`config.mk`:
```
export PLATFORM = sky130hd
export DESIGN_NAME = maj_net_sequencer_flat
export DESIGN_NICKNAME = d
export VERILOG_FILES = /design/src/rtl/maj_net_sequencer_if.sv /design/src/rtl/maj_net_sequencer.sv /design/src/flat_wrapper.sv
export SDC_FILE = /design/constraint.sdc
export NUM_CORES = 1
export LEC_CHECK = 0
export CAP_MARGIN = 20
export CORE_MARGIN = 10
export CORE_UTILIZATION = 45
export CTS_CLUSTER_DIAMETER = 50
export CTS_CLUSTER_SIZE = 16
export DETAILED_ROUTE_END_ITERATION = 10
export PLACE_DENSITY = 0.71
export SYNTH_ARGS = -nofsm -noshare
export SYNTH_HDL_FRONTEND = slang
export SYNTH_SLANG_ARGS = --single-unit
```
`constraint.sdc`:
```
create_clock -name clk -period 4.6 [get_ports clk]
set_clock_uncertainty 0.2 [all_clocks]
set_input_delay 1.38 -clock clk [delete_from_list [all_inputs] [get_ports clk]]
set_output_delay 1.38 -clock clk [all_outputs]
set_load 0.03 [all_outputs]
```
`src/rtl/maj_net_sequencer_if.sv`:
```
// Bus bundle for maj_net_sequencer: configuration writes, sweep request,
// status pulses and the assembled truth table.
interface maj_net_sequencer_if;
  logic         cfg_we;
  logic [3:0]   cfg_addr;
  logic [11:0]  cfg_wdata;
  logic         start;
  logic         busy;
  logic         done;
  logic         err;
  logic [127:0] tt;

  // Host side: programs the network and starts sweeps.
  modport master (
    output cfg_we, cfg_addr, cfg_wdata, start,
    input  busy, done, err, tt
  );

  // Sequencer side.
  modport slave (
    input  cfg_we, cfg_addr, cfg_wdata, start,
    output busy, done, err, tt
  );
endinterface

```
`src/rtl/maj_net_sequencer.sv`:
```
// Time-multiplexed evaluator for a programmable network of up to eight
// 3-input majority gates over seven primary inputs. One gate is evaluated
// per cycle; all 128 input patterns are swept to build a 128-bit truth table.
module maj_net_sequencer (
  input  logic                  clk,
  input  logic                  rst_n,
  maj_net_sequencer_if.slave    bus
);

  localparam int unsigned NUM_GATES_MAX = 8;

  typedef enum logic [1:0] {
    ST_IDLE = 2'd0,
    ST_EVAL = 2'd1,
    ST_DONE = 2'd2
  } state_e;

  // Majority of three operands.
  function automatic logic maj3(input logic a, input logic b, input logic c);
    return (a & b) | (a & c) | (b & c);
  endfunction

  // Resolve one 4-bit operand select: 0 = constant 0, 1..7 = x0..x6,
  // 8..15 = current per-pattern gate value w0..w7.
  function automatic logic sel_operand(input logic [3:0] sel,
                                       input logic [7:0] x,
                                       input logic [7:0] w);
    logic [2:0] idx;
    logic       val;
    idx = sel[2:0] - 3'd1;
    case (sel[3])
      1'b0: begin
        if (sel[2:0] == 3'd0) begin
          val = 1'b0;
        end else begin
          val = x[idx];
        end
      end
      1'b1:    val = w[sel[2:0]];
      default: val = 1'b0;
    endcase
    return val;
  endfunction

  state_e                           state_q, state_d;
  logic [3:0]                       n_q, n_d;
  logic [NUM_GATES_MAX-1:0][11:0]   prog_q, prog_d;
  logic [6:0]                       pattern_q, pattern_d;
  logic [2:0]                       gate_q, gate_d;
  logic [7:0]                       w_q, w_d;
  logic [127:0]                     tt_q, tt_d;
  logic                             busy_q, busy_d;
  logic                             done_q, done_d;
  logic                             err_q, err_d;

  logic [11:0]                      entry_s;
  logic [7:0]                       x_s;
  logic                             op_a_s, op_b_s, op_c_s;
  logic                             w_new_s;
  logic                             last_gate_s;

  // Shared majority datapath for the gate currently addressed by gate_q.
  always_comb begin
    entry_s     = prog_q[gate_q];
    x_s         = {1'b0, pattern_q};
    op_a_s      = sel_operand(entry_s[3:0],  x_s, w_q);
    op_b_s      = sel_operand(entry_s[7:4],  x_s, w_q);
    op_c_s      = sel_operand(entry_s[11:8], x_s, w_q);
    w_new_s     = maj3(op_a_s, op_b_s, op_c_s);
    last_gate_s = ({1'b0, gate_q} == (n_q - 4'd1));
  end

  // Next-state, configuration and sweep bookkeeping.
  always_comb begin
    state_d   = state_q;
    n_d       = n_q;
    prog_d    = prog_q;
    pattern_d = pattern_q;
    gate_d    = gate_q;
    w_d       = w_q;
    tt_d      = tt_q;
    err_d     = 1'b0;

    case (state_q)
      ST_IDLE: begin
        // The write is resolved first so a same-cycle start sees it.
        if (bus.cfg_we) begin
          if (bus.cfg_addr < 4'd8) begin
            prog_d[bus.cfg_addr[2:0]] = bus.cfg_wdata;
          end else if (bus.cfg_addr == 4'd8) begin
            if ((bus.cfg_wdata[3:0] >= 4'd1) && (bus.cfg_wdata[3:0] <= 4'd8)) begin
              n_d = bus.cfg_wdata[3:0];
            end else begin
              err_d = 1'b1;
            end
          end else begin
            err_d = 1'b1;
          end
        end else begin
          prog_d = prog_q;
        end

        if (bus.start) begin
          if (n_d == 4'd0) begin
            err_d = 1'b1;
          end else begin
            state_d   = ST_EVAL;
            tt_d      = 128'd0;
            pattern_d = 7'd0;
            gate_d    = 3'd0;
            w_d       = 8'd0;
          end
        end else begin
          state_d = ST_IDLE;
        end
      end

      ST_EVAL: begin
        if (bus.cfg_we || bus.start) begin
          err_d = 1'b1;
        end else begin
          err_d = 1'b0;
        end

        if (last_gate_s) begin
          // Network output for this pattern; gate values restart at 0.
          tt_d[pattern_q] = w_new_s;
          w_d             = 8'd0;
          gate_d          = 3'd0;
          pattern_d       = pattern_q + 7'd1;
          if (pattern_q == 7'd127) begin
            state_d = ST_DONE;
          end else begin
            state_d = ST_EVAL;
          end
        end else begin
          w_d[gate_q] = w_new_s;
          gate_d      = gate_q + 3'd1;
        end
      end

      ST_DONE: begin
        if (bus.cfg_we || bus.start) begin
          err_d = 1'b1;
        end else begin
          err_d = 1'b0;
        end
        state_d = ST_IDLE;
      end

      default: begin
        state_d = ST_IDLE;
      end
    endcase

    busy_d = (state_d == ST_EVAL);
    done_d = (state_d == ST_DONE);
  end

  // State and output registers; reset aborts any sweep in progress.
  always_ff @(posedge clk or negedge rst_n) begin
    if (!rst_n) begin
      state_q   <= ST_IDLE;
      n_q       <= 4'd0;
      prog_q    <= '0;
      pattern_q <= 7'd0;
      gate_q    <= 3'd0;
      w_q       <= 8'd0;
      tt_q      <= 128'd0;
      busy_q    <= 1'b0;
      done_q    <= 1'b0;
      err_q     <= 1'b0;
    end else begin
      state_q   <= state_d;
      n_q       <= n_d;
      prog_q    <= prog_d;
      pattern_q <= pattern_d;
      gate_q    <= gate_d;
      w_q       <= w_d;
      tt_q      <= tt_d;
      busy_q    <= busy_d;
      done_q    <= done_d;
      err_q     <= err_d;
    end
  end

  assign bus.busy = busy_q;
  assign bus.done = done_q;
  assign bus.err  = err_q;
  assign bus.tt   = tt_q;

endmodule
```
`src/flat_wrapper.sv`:
```
// flat-port wrapper written by rule: the top's interface ports become plain ports
module maj_net_sequencer_flat 
  (clk, rst_n, bus_cfg_we, bus_cfg_addr, bus_cfg_wdata, bus_start, bus_busy, bus_done, bus_err, bus_tt);
  maj_net_sequencer_if bus_i ();
  input  logic clk;
  input  logic rst_n;
  input wire logic [$bits(bus_i.cfg_we)-1:0] bus_cfg_we;
  input wire logic [$bits(bus_i.cfg_addr)-1:0] bus_cfg_addr;
  input wire logic [$bits(bus_i.cfg_wdata)-1:0] bus_cfg_wdata;
  input wire logic [$bits(bus_i.start)-1:0] bus_start;
  output wire logic [$bits(bus_i.busy)-1:0] bus_busy;
  output wire logic [$bits(bus_i.done)-1:0] bus_done;
  output wire logic [$bits(bus_i.err)-1:0] bus_err;
  output wire logic [$bits(bus_i.tt)-1:0] bus_tt;
  assign bus_i.cfg_we = bus_cfg_we;
  assign bus_i.cfg_addr = bus_cfg_addr;
  assign bus_i.cfg_wdata = bus_cfg_wdata;
  assign bus_i.start = bus_start;
  assign bus_busy = bus_i.busy;
  assign bus_done = bus_i.done;
  assign bus_err = bus_i.err;
  assign bus_tt = bus_i.tt;
  maj_net_sequencer u_core (.clk(clk), .rst_n(rst_n), .bus(bus_i));
endmodule
```
Word-level counts from Yosys, hierarchy flattened
Index checks and enable logic that the tools add are counted.
{"block": "classes", "n_addsub": 6, "multipliers": 0, "div_mod_pow": 0, "n_lt_le_gt_ge": 15, "n_eq_ne": 10, "shift": 0, "n_mux": 63, "bitwise": 8, "reduce_logical": 15}
{"operator": "128-bit 2-to-1 mux", "count": 3}
{"operator": "128-bit case mux with 2 select lines", "count": 1}
{"operator": "128-bit bitwise mux", "count": 1}
{"operator": "96-bit bitwise mux", "count": 1}
{"operator": "12-bit binary-select mux with 3-bit select", "count": 1}
{"operator": "12-bit demux with 3-bit select", "count": 1}
{"operator": "3-bit by 4-bit less-than comparator with 1-bit output, second input constant", "count": 8}
{"operator": "12-bit 2-to-1 mux", "count": 2}
{"operator": "8-bit 2-to-1 mux", "count": 3}
{"operator": "7-bit 2-to-1 mux", "count": 3}
{"operator": "4-bit 2-to-1 mux", "count": 5}
{"operator": "1-bit binary-select mux with 3-bit select", "count": 6}
{"operator": "1-bit 2-to-1 mux", "count": 18}
{"operator": "8-bit case mux with 2 select lines", "count": 1}
{"operator": "7-bit case mux with 2 select lines", "count": 1}
{"operator": "3-bit logical NOT", "count": 3}
{"operator": "3-bit 2-to-1 mux", "count": 3}
{"operator": "3-bit by 1-bit subtractor with 3-bit output, second input constant", "count": 3}
{"operator": "8-bit bitwise mux", "count": 1}
{"operator": "7-bit by 8-bit less-than comparator with 1-bit output, second input constant", "count": 1}
{"operator": "2-bit 2-to-1 mux", "count": 4}
{"operator": "1-bit case mux with 2 select lines", "count": 4}
{"operator": "7-bit by 1-bit adder with 7-bit output, second input constant", "count": 1}
{"operator": "1-bit demux with 7-bit select", "count": 1}
{"operator": "28 further kinds", "count": 41}
{"block": "totals", "ff_bits": 251, "latchBits": 0, "ramBits": 0, "mem_bits_ro": 0, "wordCells": 134, "n_memories": 0}

Logic depth before layout (Yosys ltp)
Gate-level depths: netlist of the first run.
{"block": "depth", "depth_word": 13, "ltp_mapped": 18}

Worst setup path after synthesis of the first run
Ideal clock, no wire load.
{"block": "synth_path", "path_kind": "input to register", "from": "input bus_cfg_wdata[3]", "to": "register u_core.tt_q[102] (netlist: u_core.bus.tt[102])", "setup_time_ns": 0.092, "arrival_ns": 3.554, "required_ns": 4.308, "setup_slack_ns": 0.753, "path_stages": 9, "path_cell_list": "or4_1 -> a41oi_1 -> nor2_1 -> o21ai_1 -> nor2_1 -> nand2_1 -> clkbuf_1 -> o211ai_1 -> o31ai_2"}
{"block": "synth_between", "elab_chain_cells": 10, "word_cells_on_any_way": 11}
{"item": "from (decl)", "line": "flat_wrapper.sv:9", "rtl": "input wire logic [$bits(bus_i.cfg_wdata)-1:0] bus_cfg_wdata;"}
{"item": "4-bit by 1-bit >= comparator with 1-bit output or 4-bit less-or-equal comparator (tied branches)", "line": "maj_net_sequencer.sv:91", "rtl": "if ((bus.cfg_wdata[3:0] >= 4'd1) && (bus.cfg_wdata[3:0] <= 4'd8)) begin"}
{"item": "1-bit logical AND", "line": "maj_net_sequencer.sv:91"}
{"item": "4-bit 2-to-1 mux *", "line": "maj_net_sequencer.sv:91"}
{"item": "4-bit 2-to-1 mux *", "line": "maj_net_sequencer.sv:90", "rtl": "end else if (bus.cfg_addr == 4'd8) begin"}
{"item": "4-bit 2-to-1 mux *", "line": "maj_net_sequencer.sv:88", "rtl": "if (bus.cfg_addr < 4'd8) begin"}
{"item": "4-bit 2-to-1 mux *", "line": "maj_net_sequencer.sv:87", "rtl": "if (bus.cfg_we) begin"}
{"item": "4-bit 2-to-1 mux *", "line": "maj_net_sequencer.sv:84", "rtl": "case (state_q)"}
{"item": "4-bit logical NOT *", "line": "maj_net_sequencer.sv:104", "rtl": "if (n_d == 4'd0) begin"}
{"item": "2-bit inequality test (no line) *"}
{"item": "4-bit AND reduction (no line) *"}
{"item": "to (signal assigned)", "line": "maj_net_sequencer.sv:180", "rtl": "tt_q <= tt_d;"}
{"item": "to (decl)", "line": "maj_net_sequencer.sv:51", "rtl": "logic [127:0] tt_q, tt_d;"}
Mark *: on every way between the ends. The rest lies on a longest branch, timed or not. The select of a mux whose other input is x is not followed.
A chain may end at the register's enable or synchronous reset.

Worst setup path in the final report of the first run
{"block": "layout_path", "from": "register u_core.gate_q[2]", "to": "register u_core.tt_q[41] (netlist: u_core.bus.tt[41])"}
{"block": "layout_between", "elab_chain_cells": 13, "word_cells_on_any_way": 40}
{"item": "from (decl)", "line": "maj_net_sequencer.sv:49", "rtl": "logic [2:0] gate_q, gate_d;"}
{"item": "from (signal assigned)", "line": "maj_net_sequencer.sv:178", "rtl": "gate_q <= gate_d;"}
{"item": "12-bit binary-select mux with 3-bit select", "line": "maj_net_sequencer.sv:64", "rtl": "entry_s = prog_q[gate_q];"}
{"item": "12-bit 2-to-1 mux (implied by the code)", "line": "maj_net_sequencer.sv:64"}
{"item": "3-bit by 1-bit subtractor with 3-bit output", "line": "maj_net_sequencer.sv:30", "rtl": "idx = sel[2:0] - 3'd1;"}
{"item": "1-bit binary-select mux with 3-bit select", "line": "maj_net_sequencer.sv:36", "rtl": "val = x[idx];"}
{"item": "1-bit 2-to-1 mux (implied by the code)", "line": "maj_net_sequencer.sv:36"}
{"item": "1-bit 2-to-1 mux", "line": "maj_net_sequencer.sv:33", "rtl": "if (sel[2:0] == 3'd0) begin"}
{"item": "1-bit case mux with 2 select lines", "line": "maj_net_sequencer.sv:31", "rtl": "case (sel[3])"}
{"item": "1-bit AND", "line": "maj_net_sequencer.sv:20", "rtl": "return (a & b) | (a & c) | (b & c);"}
{"item": "1-bit OR (2 in a row)", "line": "maj_net_sequencer.sv:20"}
{"item": "128-bit bitwise mux", "line": "maj_net_sequencer.sv:127", "rtl": "tt_d[pattern_q] = w_new_s;"}
{"item": "128-bit 2-to-1 mux", "line": "maj_net_sequencer.sv:125", "rtl": "if (last_gate_s) begin"}
{"item": "128-bit case mux with 2 select lines", "line": "maj_net_sequencer.sv:84"}
Several ways; a longest one is shown, not always the timed one. The select of a mux whose other input is x is not followed.

==> impl_metrics.yaml, run 1 <==
sta:
  hold_viol: 0
  worst_slack_ns: 0.3487
  rsz0062_at_grt: "no"
  post-route-period-util_pct: 92.42
  fin_crit_ns: 4.251
  fmax_mhz: 235.2
  finalSetupTns_ns: 0
  worstMarginPinSlew_ns: 1.104
  setup_viol: 0
  slew_violations: 0
  slew_headroom_pct: 26.19
clock_tree:
  cts_tree: "done"
  cts_root_buffer: "clkbuf_16"
  clkLatencyLatePin_ns: 0.56
  ctsResizeCount: 0
  cts.path.max_buffers: 3
  cts_max_level: 1
  post_cts.repair.setup_buffers: 0
  clk_pin_slew_ns: 0.07
  postCtsHoldBufs: 0
  numCtsBuffers: 28
  clock-sinks: 251
drt:
  first_iter_violations: 899
  drt_pass1_iterations: 5
  wirelength_um: 35400
  vias: 9579
  wl_per_cell_um: 22.24
  drc: 0
  postRouteAntennaNets: 0
  viasPerCell: 6.017
synth:
  syn_inst: 1078
  synth_xor_area_share_pct: 0.4180
  synthAdderAreaFrac_pct: 1.284
  synth-simple-area-share_pct: 7.375
  yosysMostFrequentCell: "dfrtp_1"
  ys_types: 63
  synthTopCellsByArea: "dfrtp_1, mux2_2, o211ai_1"
  synthFlopType: "dfrtp_1"
  synth_top_family_by_area: "compound AO/OA/AOI/OAI gates"
  yosysWarnings: 0
  ys_seq_area_share_pct: 49.96
  ys_ff_latch: 251
  syn_avg_cell_area_um2: 11.66
  synth_top_area_share_pct: 49.96
  synthArstFlopShare_pct: 100.0
  syn_nets: 1110
  yosysTopAreaCell: "dfrtp_1"
  synth_common_cells: "dfrtp_1, o211ai_1, mux2_2"
  synth_mux_area_share_pct: 14.47
  syn_area_mm2: 0.01257
  synth_edf_count: 0
  synth-compound-area-share_pct: 21.87
die:
  io_pins: 151
  fp.dieH_um: 187.1
  core_area_mm2: 0.02771
  rows: 61
  fp.dieW_um: 187.1
  start_util_pct: 45.38
  die-area_mm2: 0.03502
finish:
  nFillCells: 2301
  antenna_cells: 0
  fin_nets: 1226
  area_delta_synth_final_pct: 22.73
  layout-drive-gt1-share_pct: 22.98
power_and_ir_drop:
  power_density_mw_per_mm2: 540.1
  seqPwrFrac_pct: 34.4
  combPwrFrac_pct: 38.0
  clock_power_share_pct: 27.7
  p_sw_mw: 3.212
  p_int_mw: 5.122
  p_leak_nw: 6.236
  ir_worst_vdd_mv: 0.3107
  netSwitchingFraction_pct: 38.54
setup_path:
  cp_data_arrival_time_ns: 4.49
  cp.required_ns: 4.84
  crit_path_start_kind: "register"
  crit_fanout: 38
  setup.worst_path.class: "reg2reg"
  critPathCaptureType: "register"
grt:
  met1_usage_pct: 26.22
  grt_pass1_vias: 9510
  use_met2_pct: 32.04
  grt_max_degree: 86
  grt-ovfl-total: 0
  grt_pass1_wl_um: 56410
  track_usage_pct: 19.61
  top_usage_layer: "met2"
  antenna_found_initial: 1
  grtUsageMet3_pct: 3.430
place:
  portBuffers: 150
  dpl.hpwl_um: 22950
  preCtsSetupSlack_ns: 0.07723
  gp_congestion: 0.8166
status:
  outcome: "completed"
hold_path:
  hp-class: "reg2reg"
job:
  maxCapViolCount: 0
## flip-flops by register name, summed over array words and instances (netlist names)
name	cells
u_core.n_q	4
u_core.bus.done	1
u_core.w_q	8
u_core.gate_q	3
u_core.state_q	2
u_core.prog_q	96
u_core.bus.tt	128
u_core.bus.busy	1
u_core.pattern_q	7
u_core.bus.err	1
## power by group through the flow
stage          clock, mW  sequential, mW  combinational (mW)
3_3_place_gp           0            2.87                3.08
3_5_place_dp           0            2.90                3.14
4_1_cts             2.34            2.86                3.15
5_1_grt             2.44            2.92                3.43
2_1_floorplan          0            2.81                2.39
6_report            2.31            2.86                3.16
## worst paths after layout
path	from	end	slack [ns]	depth (start not counted)
hold / removal	u_core.prog_q[22]	u_core.prog_q[22]	0.30	1
hold reg to reg	u_core.prog_q[22]	u_core.prog_q[22]	0.30	1
max in group asynchronous	rst_n	u_core.bus.tt[97]	2.65	2
setup / recovery	u_core.gate_q[2]	u_core.bus.tt[41]	0.35	12
min in group asynchronous	rst_n	u_core.bus.tt[16]	0.62	1
setup reg to reg	u_core.gate_q[2]	u_core.bus.tt[41]	0.35	12
## logic make-up after synthesis
kind of cell / Yosys count
AOI/OAI and AO/OA: 351
xor gates and xnor gates: 6
adders and majority gates: 13
buffers and inverters: 126
DFF: 251
muxes: 155
and+or+nand+nor: 176
## per-stage QoR
| step | utilization [%] | instance area, um2 | total power [mW] | cells | hold slack, ns |
|---|---|---|---|---|---|
| floorplan | - | 12570 | 5.204 | 1078 | 0.2711 |
| global placement | 52.26 | 14480 | 5.959 | 1542 | 0.2796 |
| detailed placement | 52.26 | 14480 | 6.040 | 1542 | 0.2873 |
| CTS | 55.69 | 15430 | 8.350 | 1592 | 0.3014 |
| global route | 55.69 | 15430 | 8.787 | 1592 | 0.3163 |
| finish | 55.69 | 15430 | 8.333 | 1592 | 0.2984 |
## layout by cell type, fill, tap and decap left out, drive strengths merged, types with 4 or more instances in the layout
cell and count:
nor2b 12, nand3 11, dfrtp 251, and3b 5, nor2 28, mux2 114, a21oi 10, buf 47
or2 7, inv 22, o21ai 37, clkinv 7, xnor2 5, nand2 57, o31ai 132, o211ai 132
mux4 10, nor3b 6, nand2b 7, ha 12, and3 4, nand4 5, clkbuf 32, a22oi 5
nor3 10, mux2i 31, nand3b 7, a31oi 6, clkdlybuf4s50 149
## critical path, stage by stage, from the launching register on
cell and delay [ns]:
dfrtp_2 0.63, mux2_2 0.39, a221o_1 0.35, a22oi_1 0.43, ha_1 0.40, nor2b_1 0.13
a221oi_1 0.05, o221ai_1 0.20, o211ai_1 0.12, o211a_1 0.14, maj3_4 0.51, buf_12 0.26
o31ai_1 0.31
## layout make-up
type	instances	area [um2]	share of cell area (%)
clock inverter	18	226.5	1.468
clock buffer	32	725.7	4.703
timing repair buffer	196	1927	12.49
multi-input combinational	701	5736	37.17
tap	378	473.0	3.065
inverter	16	60.06	0.3892
sequential	251	6282	40.72
## layer usage
layer | vias up | share of wire [%]
li1 | 4362 | -
met1 | 4788 | 44
met2 | 359 | 47
met3 | 68 | 6.7
met4 | 2 | 2.6
met5 | - | 0.037
No activity file was read; power rests on OpenSTA's default activity.
==> run 2: changes to the inputs <==
--- a/config.mk
+++ b/config.mk
@@ -5,7 +5,7 @@
 export SDC_FILE = /design/constraint.sdc
 export NUM_CORES = 1
 export LEC_CHECK = 0
-export CAP_MARGIN = 20
+export CAP_MARGIN = 10
 export CORE_MARGIN = 10
 export CORE_UTILIZATION = 45
 export CTS_CLUSTER_DIAMETER = 50
==> results of run 2 <==
The final DEF is identical to that of run 1; final timing and power are the same.
==> run 3: changes to the inputs <==
--- a/config.mk
+++ b/config.mk
@@ -7,11 +7,12 @@
 export LEC_CHECK = 0
 export CAP_MARGIN = 10
 export CORE_MARGIN = 10
-export CORE_UTILIZATION = 45
+export CORE_UTILIZATION = 56
 export CTS_CLUSTER_DIAMETER = 50
 export CTS_CLUSTER_SIZE = 16
 export DETAILED_ROUTE_END_ITERATION = 10
-export PLACE_DENSITY = 0.71
+export GPL_TIMING_DRIVEN = 0
+export PLACE_DENSITY = 0.84
 export SYNTH_ARGS = -nofsm -noshare
 export SYNTH_HDL_FRONTEND = slang
 export SYNTH_SLANG_ARGS = --single-unit
==> impl_metrics.yaml, run 3 (same netlist as run 1, synthesis figures left out) <==
die:
  io_pins: 151
  fp.dieH_um: 169.8
  core_area_mm2: 0.02196
  die-area_mm2: 0.02884
  start_util_pct: 57.25
  fp.dieW_um: 169.8
  rows: 54
finish:
  layout-drive-gt1-share_pct: 21.14
  final_area_mm2: 0.01537
  final_common_cell: "dfrtp_1"
  area_delta_synth_final_pct: 22.27
  nFillCells: 1515
  antenna_cells: 0
  fin_nets: 1290
  largest_reg_flops: 128
  layout_common_cells: "dfrtp_1, clkdlybuf4s50_1, o211ai_1"
sta:
  worstMarginPinSlew_ns: 0.9832
  worst_slack_ns: 0.2371
  hold_viol: 0
  setup_viol: 0
  slew_violations: 0
  finalSetupTns_ns: 0
  timing.hold.ws_ns: 0.3041
  post-route-period-util_pct: 94.85
  slew_headroom_pct: 34.31
  fmax_mhz: 229.2
  rsz0062_at_grt: "no"
  fin_crit_ns: 4.363
drt:
  viasPerCell: 6.597
  vias: 10270
  postRouteAntennaNets: 0
  drc: 0
  wirelength_um: 37340
  drt_pass1_iterations: 6
  wl_per_cell_um: 23.98
  first_iter_violations: 1131
clock_tree:
  post_cts.repair.setup_buffers: 0
  clock-sinks: 251
  numCtsBuffers: 26
  clkLatencyLatePin_ns: 0.54
  cts.path.max_buffers: 3
  clk_pin_slew_ns: 0.07
  cts_max_level: 1
  cts_root_buffer: "clkbuf_16"
  cts_tree: "done"
setup_path:
  critPathMaxStageDelay_ns: 0.42
  reg2reg_slack_ns: 0.24
  crit_slowest_cell: "clkdlybuf4s50_1"
  rr_worst_depth: 18
  crit_path_start_kind: "primary input"
  cp_common_cell: "clkbuf_1"
  critPathCaptureType: "register"
  path_cells: "clkdlybuf4s50_1 > clkbuf_1 > o31ai_1 > a41oi_1 > nor2_2 > o21ai_2 > nor2_1 > nand2_1 > clkbuf_1 > o211ai_1 > o31ai_2"
  setup.worst_path.class: "in2reg"
  r2r_start: "u_core.gate_q[2]"
  cp_data_arrival_time_ns: 4.54
  worstSetupEndpoint: "u_core.bus.tt[110]"
  crit_fanout: 10
  worstSetupStartpoint: "bus_cfg_wdata[2]"
  cp.required_ns: 4.78
  r2r-end: "u_core.bus.tt[95]"
grt:
  grt_max_degree: 123
  grt-ovfl-total: 0
  grt_pass1_vias: 10390
  track_usage_pct: 25.22
  antenna_found_initial: 0
  grt_pass1_wl_um: 58540
status:
  outcome: "completed"
place:
  preCtsSetupSlack_ns: -0.3676
  placed_area_mm2: 0.01449
  portBuffers: 150
  dpl.hpwl_um: 25860
  gp_congestion: 0.8915
job:
  maxCapViolCount: 0
power_and_ir_drop:
  p_leak_nw: 6.193
  total_power_mw: 8.350
  ir_worst_vdd_mv: 0.3793
  power_density_mw_per_mm2: 543.2
hold_path:
  hp-class: "reg2reg"
[run 3: cell types whose count changed in the layout (fill, tap and decap cells not counted), sizes merged]
cell      before  now
inv           22   21
buf           47   41
clkinv         7    9
clkinvlp       2    5
bufinv         3    1
clkbuf        32   99
[run 3: power by group]
part	switching [mW]	internal [mW]
logic	2.17	1.24
clock network	0.965	1.16
registers	0.224	2.59
[run 3: cell type report]
class	count	area, um2	share of cell area, %
clock inverters	20	183.9	1.196
inverters	16	60.06	0.3907
plain buffers	110	533.0	3.467
flip-flops and latches	251	6281	40.86
multi-input cells	701	5727	37.25
well taps	280	350.3	2.279
clock buffers	27	675.6	4.395
repair buffers	152	1562	10.16
[run 3: how the worst min path moves through the flow]
stage	slack [ns]	end	from	cells after the start
2_1_floorplan	0.27	u_core.prog_q[12]	u_core.prog_q[12]	1
3_3_place_gp	0.28	u_core.prog_q[59]	u_core.prog_q[59]	1
3_5_place_dp	0.29	u_core.prog_q[55]	u_core.prog_q[55]	1
4_1_cts	0.31	u_core.prog_q[55]	u_core.prog_q[55]	1
5_1_grt	0.32	u_core.prog_q[55]	u_core.prog_q[55]	1
6_report	0.30	u_core.prog_q[55]	u_core.prog_q[55]	1
[run 3: metal layers]
| layer | wire length, um | track usage [%] | vias up | part of all wire (%) |
|---|---|---|---|---|
| met1 | 14610 | 31.85 | 5157 | 39 |
| met5 | 0 | 0 | - | 0 |
| li1 | - | - | 4487 | - |
| met4 | 1392 | 9.767 | 0 | 3.7 |
| met2 | 18050 | 41.93 | 519 | 48 |
| met3 | 3288 | 5.090 | 109 | 8.8 |
[run 3: critical path, delay by kind of cell]
kind / cells / cell delay, ns
AO/OA/AOI/OAI: 5 / 1.13
buffers and inverters: 3 / 1.01
AND/OR/NAND/NOR: 3 / 1.01
[run 3: metrics by stage]
stage	std cells	utilization [%]
3_3_place_gp	1508	65.69
2_1_floorplan	1078	-
3_5_place_dp	1510	65.99
6_report	1557	70.01
5_1_grt	1557	70.01
4_1_cts	1557	69.90
[run 3: what timing repair did]
action                                  in CTS  in global routing
endpoints found under the setup margin       0                132
endpoints found under the hold margin        0                  0
resized for setup                            0                 12
hold buffers                                 0                  0
